File: config.mk
export PLATFORM = sky130hd
export DESIGN_NAME = cache_ctrl
export DESIGN_NICKNAME = d
export VERILOG_FILES = /design/src/rtl/cache_ctrl.sv
export SDC_FILE = /design/constraint.sdc
export NUM_CORES = 1
export LEC_CHECK = 0
export BUFFER_PORTS_ARGS = -buffer_cell sky130_fd_sc_hd__buf_2
export CAP_MARGIN = 20
export CORE_MARGIN = 5
export CORE_UTILIZATION = 40
export CTS_CLUSTER_SIZE = 40
export DETAILED_ROUTE_END_ITERATION = 10
export PLACE_DENSITY = 0.72
export SETUP_SLACK_MARGIN = 0.4
export SYNTH_ARGS = -nofsm -noshare
export SYNTH_HDL_FRONTEND = slang
export SYNTH_SLANG_ARGS = --single-unit
File: constraint.sdc
create_clock -name i_clk -period 3.3 [get_ports i_clk]
set_clock_uncertainty 0.2 [all_clocks]
set_input_delay 0.66 -clock i_clk [delete_from_list [all_inputs] [get_ports i_clk]]
set_output_delay 0.66 -clock i_clk [all_outputs]
set_load 0.02 [all_outputs]
File: src/rtl/cache_ctrl.sv
// cache_ctrl: sequencing controller for a 4-way set-associative cache (lookup, write-back, fill, write-allocate)
module cache_ctrl #(
  parameter int ADDR_W = 8,
  parameter int DATA_W = 8
) (
  input  logic              i_clk,
  input  logic              i_rst,
  input  logic              i_cpu_req,
  input  logic              i_cpu_we,
  input  logic [ADDR_W-1:0] i_cpu_addr,
  input  logic [DATA_W-1:0] i_cpu_wdata,
  output logic              o_cpu_busy,
  output logic              o_cpu_done,
  output logic [ADDR_W-1:0] o_lat_addr,
  output logic [DATA_W-1:0] o_lat_wdata,
  input  logic [3:0]        i_hit,
  input  logic [3:0]        i_dirty,
  input  logic [3:0]        i_lru_bit,
  input  logic [ADDR_W-1:0] i_wb_addr,
  output logic [3:0]        o_wren_cache,
  output logic [3:0]        o_hit_pulse,
  output logic              o_wr_dirty,
  output logic              o_data_sel,
  output logic [DATA_W-1:0] o_fill_data,
  output logic              o_mem_req,
  output logic              o_mem_we,
  output logic [ADDR_W-1:0] o_mem_addr,
  output logic              o_mem_wdata_en,
  input  logic [DATA_W-1:0] i_mem_rdata,
  input  logic              i_mem_ack,
  output logic [15:0]       o_hit_cnt,
  output logic [15:0]       o_miss_cnt
);
  typedef enum logic [2:0] {IDLE, LOOKUP, WB, FILL, ALLOC, DONE} state_t;
  state_t r_state, w_next;
  logic              r_we, r_realloc, r_wr_dirty;
  logic [3:0]        r_victim, r_wren, r_hit_pulse, w_victim;
  logic [ADDR_W-1:0] r_vaddr, r_lat_addr;
  logic [DATA_W-1:0] r_lat_wdata, r_fill;
  logic [15:0]       r_hit_cnt, r_miss_cnt;
  logic              w_hit;
  assign w_hit = |i_hit;
  assign w_victim = (i_lru_bit == 4'd0) ? 4'b0001 : (i_lru_bit & (~i_lru_bit + 4'd1));
  always_ff @(posedge i_clk)
    if (i_rst) r_state <= IDLE;
    else r_state <= w_next;
  always_comb begin
    w_next = r_state;
    case (r_state)
      IDLE:    w_next = i_cpu_req ? LOOKUP : IDLE;
      LOOKUP:  w_next = w_hit ? DONE : (|(i_dirty & w_victim)) ? WB : FILL;
      WB:      w_next = i_mem_ack ? FILL : WB;
      FILL:    w_next = i_mem_ack ? ALLOC : FILL;
      ALLOC:   w_next = r_we ? LOOKUP : DONE;
      DONE:    w_next = IDLE;
      default: w_next = IDLE;
    endcase
  end
  always_ff @(posedge i_clk) begin
    if (i_rst) begin
      r_we        <= 1'b0;
      r_realloc   <= 1'b0;
      r_wr_dirty  <= 1'b0;
      r_victim    <= '0;
      r_wren      <= '0;
      r_hit_pulse <= '0;
      r_vaddr     <= '0;
      r_lat_addr  <= '0;
      r_lat_wdata <= '0;
      r_fill      <= '0;
      r_hit_cnt   <= '0;
      r_miss_cnt  <= '0;
    end else begin
      r_wren      <= '0;
      r_hit_pulse <= '0;
      r_wr_dirty  <= 1'b0;
      case (r_state)
        IDLE: if (i_cpu_req) begin
          r_we        <= i_cpu_we;
          r_lat_addr  <= i_cpu_addr;
          r_lat_wdata <= i_cpu_wdata;
          r_realloc   <= 1'b0;
        end
        LOOKUP: if (w_hit) begin
          r_wren      <= r_we ? i_hit : 4'd0;
          r_wr_dirty  <= r_we;
          r_hit_pulse <= r_we ? 4'd0 : i_hit;
          if (!r_realloc) r_hit_cnt <= r_hit_cnt + {15'd0, r_hit_cnt != 16'hFFFF};
        end else begin
          r_victim   <= w_victim;
          r_vaddr    <= i_wb_addr;
          r_miss_cnt <= r_miss_cnt + {15'd0, r_miss_cnt != 16'hFFFF};
        end
        FILL: if (i_mem_ack) begin
          r_fill <= i_mem_rdata;
          r_wren <= r_victim;
        end
        ALLOC: r_realloc <= r_we;
        default: ;
      endcase
    end
  end
  assign o_cpu_busy     = r_state != IDLE;
  assign o_cpu_done     = r_state == DONE;
  assign o_lat_addr     = r_lat_addr;
  assign o_lat_wdata    = r_lat_wdata;
  assign o_wren_cache   = r_wren;
  assign o_hit_pulse    = r_hit_pulse;
  assign o_wr_dirty     = r_wr_dirty;
  assign o_data_sel     = r_state == ALLOC;
  assign o_fill_data    = r_fill;
  assign o_mem_req      = (r_state == WB) || (r_state == FILL);
  assign o_mem_we       = r_state == WB;
  assign o_mem_wdata_en = r_state == WB;
  assign o_mem_addr     = (r_state == WB) ? r_vaddr : (r_state == FILL) ? r_lat_addr : '0;
  assign o_hit_cnt      = r_hit_cnt;
  assign o_miss_cnt     = r_miss_cnt;
endmodule

Word-level counts from Yosys, hierarchy flattened
Index checks and enable logic that the tools add are counted.
{ "word_totals": {"regBits": 82, "in_bits": 49, "out_inout_bits": 79, "elab_cells": 60} }
{ "op_classes": {"addsub": 3, "eq_ne": 8, "muxes": 16, "bitwise": 6, "n_reduce_logical": 14} }
{ "op_table": {"columns": ["cell", "n"], "rows": [
  ["adder 16 x 1 -> 16 bit", 2],
  ["inequality test 16 bit, second input constant", 2],
  ["2-to-1 mux 4 bit", 4],
  ["2-to-1 mux 8 bit", 2],
  ["case mux 3 bit (5 select lines)", 1],
  ["OR reduction 4 bit", 3],
  ["2-to-1 mux 3 bit", 3],
  ["bitwise AND 4 bit", 2],
  ["case mux 4 bit (2 select lines)", 1],
  ["AND reduction 2 bit", 4],
  ["equality test 3 x 2 -> 1 bit, second input constant", 2],
  ["equality test 3 bit, second input constant", 2],
  ["adder 4 x 1 -> 4 bit, second input constant", 1],
  ["logical NOT 4 bit", 1],
  ["2-to-1 mux 1 bit", 4],
  ["NOT 4 bit", 1],
  ["equality test 3 x 1 -> 1 bit, second input constant", 1],
  ["logical NOT 3 bit", 1],
  ["NOT 1 bit", 3],
  ["AND reduction 3 bit", 1],
  ["nonzero test 3 bit", 1],
  ["OR reduction 3 bit", 1],
  ["inequality test 2 bit, second input constant", 1],
  ["case mux 1 bit (2 select lines)", 1],
  ["2 further kinds", 2]
]} }

Logic depth before layout (Yosys ltp)
{ "depth": {"word_depth": 9, "ltp_mapped": 10, "ltp_nobuf": 10} }

Least setup slack after synthesis
Ideal clock, no wire load.
{ "synth_path": {"path_kind": "flip-flop to flip-flop", "start": "register r_miss_cnt[4] (netlist: o_miss_cnt[4])", "end": "register r_miss_cnt[12] (netlist: o_miss_cnt[12])", "setup_time_ns": 0.116, "t_arrival_ns": 2.483, "t_required_ns": 2.984, "slack_ns": 0.501, "path_stages_with_launch": 10, "n_path_buf": 1, "synth_period_minus_slack_ns": 2.799, "cell_sequence": "dfxtp_1 -> and3_1 -> nand4_1 -> or3_1 -> ha_1 -> ha_1 -> and4_1 -> and4_1 -> clkbuf_1 -> a31o_2"} }
{ "synth_via": {"elab_chain_len": 2} }
{ "synth_rtl": {"columns": ["item", "line_no", "rtl"], "rows": [
  ["start: declaration", "40", "logic [15:0] r_hit_cnt, r_miss_cnt;"],
  ["start signal: assignment", "92", "r_miss_cnt <= r_miss_cnt + {15'd0, r_miss_cnt != 16'hFFFF};"],
  ["inequality test 16 bit", "92", null],
  ["adder 16 x 1 -> 16 bit *", "92", null]
]} }
Every way passes the cells marked *; elsewhere a longest branch is shown, timed or not.
A chain may end at the register's enable or synchronous reset.

Final worst setup path
{ "layout_path": {"start": "register r_hit_cnt[6] (netlist: o_hit_cnt[6])", "end": "register r_hit_cnt[14] (netlist: o_hit_cnt[14])"} }
{ "layout_via": {"elab_chain_len": 2} }
{ "layout_rtl": {"columns": ["item", "line_no", "rtl"], "rows": [
  ["start: declaration", "40", null],
  ["start signal: assignment", "88", "if (!r_realloc) r_hit_cnt <= r_hit_cnt + {15'd0, r_hit_cnt != 16'hFFFF};"],
  ["inequality test 16 bit", "88", null],
  ["adder 16 x 1 -> 16 bit *", "88", null]
]} }
Marked as above.

==> flow_results.xml <==
<?xml version="1.0" encoding="UTF-8"?>
<metrics>
  <group name="global_routing">
    <metric name="grt_util_all_layers" unit="%">17.1</metric>
    <metric name="grt_pass1_wl" unit="µm">15600</metric>
    <metric name="grt_start_max_net_pins" unit="">54</metric>
    <metric name="antenna_found_initial" unit="">0</metric>
    <metric name="overflow" unit="">0</metric>
    <metric name="grt_pass1_vias" unit="">3299</metric>
  </group>
  <group name="layout">
    <metric name="layout.cells.non_filler" unit="">673</metric>
    <metric name="finish.net_count" unit="">613</metric>
    <metric name="antenna_cells" unit="">0</metric>
    <metric name="post-route-cell-area" unit="µm²">4480</metric>
    <metric name="multi_input_comb_area" unit="µm²">1770</metric>
    <metric name="drive_above_1_share" unit="%">28.1</metric>
    <metric name="filler_cell_count" unit="">875</metric>
    <metric name="area_overhead_vs_synth" unit="%">26.1</metric>
    <metric name="utilization" unit="%">51.7</metric>
    <metric name="final-seq-area" unit="µm²">1640</metric>
  </group>
  <group name="worst_setup_path">
    <metric name="worst_ep_required_time" unit="ps">3370</metric>
    <metric name="timing.setup.critical_path_class" unit="">reg2reg</metric>
    <metric name="launching_element_type_of_the_critical_path" unit="">flip-flop</metric>
    <metric name="worstPathMaxFanout" unit="">6</metric>
    <metric name="timing.critical_path.to_type" unit="">flip-flop</metric>
    <metric name="critPathArrivalTime" unit="ps">2810</metric>
  </group>
  <group name="detailed_routing">
    <metric name="drt-wirelength-per-cell" unit="µm">14.3</metric>
    <metric name="drc_violations_left" unit="">0</metric>
    <metric name="routed_wl" unit="µm">9620</metric>
    <metric name="drt_pre_antenna_iters" unit="">4</metric>
    <metric name="total_via_count_in_the_routed_design" unit="">3483</metric>
    <metric name="detail-route-antenna-nets" unit="">0</metric>
    <metric name="viasPerCell" unit="">5.18</metric>
    <metric name="drtIter0Drc" unit="">204</metric>
  </group>
  <group name="timing">
    <metric name="timing.setup.tns" unit="ps">0</metric>
    <metric name="finalHoldViolCount" unit="">0</metric>
    <metric name="final_min_period_over_clock_period" unit="%">83.1</metric>
    <metric name="maxSlewViolCount" unit="">0</metric>
    <metric name="period_needed" unit="ps">2740</metric>
    <metric name="achievable-frequency" unit="GHz">0.365</metric>
    <metric name="rsz0062_at_grt" unit="">false</metric>
    <metric name="worstMarginPinSlew" unit="ps">960</metric>
    <metric name="slew-limit-headroom" unit="%">36.0</metric>
    <metric name="setup_violations" unit="">0</metric>
  </group>
  <group name="die">
    <metric name="start_util" unit="%">41.0</metric>
    <metric name="die_area" unit="µm²">10900</metric>
    <metric name="rows" unit="">34</metric>
    <metric name="core-area" unit="µm²">8680</metric>
    <metric name="top_level_ports" unit="">128</metric>
    <metric name="die_y" unit="µm">104</metric>
    <metric name="die_w" unit="µm">104</metric>
  </group>
  <group name="synthesis">
    <metric name="postSynthCellCount" unit="">440</metric>
    <metric name="yosysTopAreaCellShare" unit="%">46.1</metric>
    <metric name="post-synth-top-count-cell" unit="">nand2_1</metric>
    <metric name="synthesis.nets" unit="">493</metric>
    <metric name="ys_async_sr_fraction" unit="%">0</metric>
    <metric name="postSynthRegisterBits" unit="">82</metric>
    <metric name="synthTopCellsByArea" unit="">dfxtp_1 (46%), nand2_1 (9.8%), a21oi_1 (8.2%)</metric>
    <metric name="ys_warnings" unit="">0</metric>
    <metric name="post_synth_edffs" unit="">0</metric>
    <metric name="synth_area_leader_cell" unit="">dfxtp_1</metric>
    <metric name="synth-seq-area-share" unit="%">46.1</metric>
    <metric name="synth_flop_cell" unit="">dfxtp_1</metric>
    <metric name="netlist-cell-type-count" unit="">41</metric>
    <metric name="synth.top_cells.by_count" unit="">nand2_1 (93), dfxtp_1 (82), a21oi_1 (58), nor2_1 (35), clkbuf_1 (21)</metric>
    <metric name="syn_area" unit="µm²">3560</metric>
    <metric name="post_synth.cell_area_avg" unit="µm²">8.08</metric>
  </group>
  <group name="power_and_ir_drop">
    <metric name="power_per_cell_area" unit="nW/µm²">500</metric>
    <metric name="vdd_drop_max" unit="mV">0.217</metric>
    <metric name="report.power.total" unit="mW">2.24</metric>
    <metric name="power.leakage" unit="nW">1.90</metric>
  </group>
  <group name="placed_design">
    <metric name="dpl-instance-area" unit="µm²">4250</metric>
    <metric name="place_congestion" unit="">0.837</metric>
    <metric name="hpwlAfterDp" unit="µm">7170</metric>
    <metric name="count_of_buffers_inserted_at_the_top_level_ports" unit="">127</metric>
    <metric name="post-place-cells" unit="">654</metric>
  </group>
  <group name="clocking">
    <metric name="cts_made_buffers" unit="">9</metric>
    <metric name="clockBufferDepth" unit="">2</metric>
    <metric name="tritoncts" unit="">built</metric>
    <metric name="ctsHtreeMaxLevel" unit="">3</metric>
    <metric name="cts.clk_slew.worst_paths" unit="ps">90</metric>
    <metric name="cts_setup_buffers" unit="">0</metric>
    <metric name="clock_sink_count" unit="">82</metric>
    <metric name="clk_latency_worst_skew_pair" unit="ps">350</metric>
    <metric name="clk_root_buf" unit="">clkbuf_8</metric>
    <metric name="number_of_gates_resized_after_cts" unit="">0</metric>
    <metric name="cts.hold.buffers_added" unit="">0</metric>
  </group>
  <group name="flow_run">
    <metric name="cap_violations" unit="">0</metric>
  </group>
  <group name="run_status">
    <metric name="outcome" unit="">completed</metric>
  </group>
  <group name="hold_path">
    <metric name="hp-class" unit="">reg2reg</metric>
  </group>
</metrics>
==> cells by family after synthesis <==
group	after synthesis	share of synthesized area, %
adders and majority gates	4	1.41
and+or+nand+nor	212	29.0
buffers and inverters	35	4.36
xor gates and xnor gates	14	3.45
muxes	8	2.25
AOI/OAI and AO/OA	85	13.4
DFF	82	46.1
==> cells in the final DEF, fill, tap and decap left out, drive strengths merged, types with 7 or more instances in the layout <==
cell type  count
and2           9
inv           11
or4            8
nand2         93
clkbuf         9
o21ai          9
or3            9
mux2i          8
xnor2          8
nor3           7
nand4          9
dfxtp         82
nor2          35
a21oi         58
nand3         15
buf          136
==> path summary, 6_finish.rpt <==
| check | depth (start not counted) | endpoint | slack [ps] | startpoint |
|---|---|---|---|---|
| setup reg to reg | 10 | o_hit_cnt[14] | 560 | o_hit_cnt[6] |
| hold / removal | 2 | o_lat_wdata[4] | 260 | o_lat_wdata[4] |
| setup / recovery | 10 | o_hit_cnt[14] | 560 | o_hit_cnt[6] |
| hold reg to reg | 2 | o_lat_wdata[4] | 260 | o_lat_wdata[4] |
==> flip-flops by register name, indices dropped and copies added (netlist names) <==
register      count
r_vaddr           8
r_state           3
o_lat_addr        8
o_miss_cnt       16
r_realloc         1
o_hit_cnt        16
o_fill_data       8
r_we              1
o_lat_wdata       8
o_wr_dirty        1
r_victim          4
o_wren_cache      4
o_hit_pulse       4
==> final cells by class <==
cell class                      count  share of cell area, %
Multi-Input combinational cell    323                   39.4
Sequential cell                    82                   36.6
Timing Repair Buffer              136                   15.7
Tap cell                          108                   3.01
Clock buffer                        9                   2.76
Clock inverter                      7                   1.87
Inverter                            8                  0.670
==> critical path, cell delays in order (launching register included) <==
cell	delay (ps)
dfxtp_1	360
and4_1	220
nand4_1	190
nor3_1	90
nand4_1	100
ha_1	180
ha_1	180
nand4_1	150
or3_1	410
or4_1	440
a21oi_1	150
==> routing by layer <==
| layer | wire length, µm | track usage [%] | vias to the layer above |
|---|---|---|---|
| met4 | 53 | 3.33 | 0 |
| li1 | - | - | 1758 |
| met2 | 4510 | 27.7 | 113 |
| met5 | 0 | 0 | - |
| met1 | 4270 | 21.9 | 1603 |
| met3 | 784 | 6.21 | 9 |
==> power breakdown <==
group	leakage, nW	switching (mW)	total, mW	internal (mW)
logic	1.13	0.256	0.406	0.150
clock network	0.102	0.394	0.757	0.363
registers	0.664	0.0425	1.08	1.04
==> through the flow <==
step,worst slack (ps),hold slack (ps)
finish,559,258
global route,375,285
CTS,466,262
detailed placement,473,248
global placement,563,240
floorplan,501,232
No activity file was read; power rests on OpenSTA's default activity.
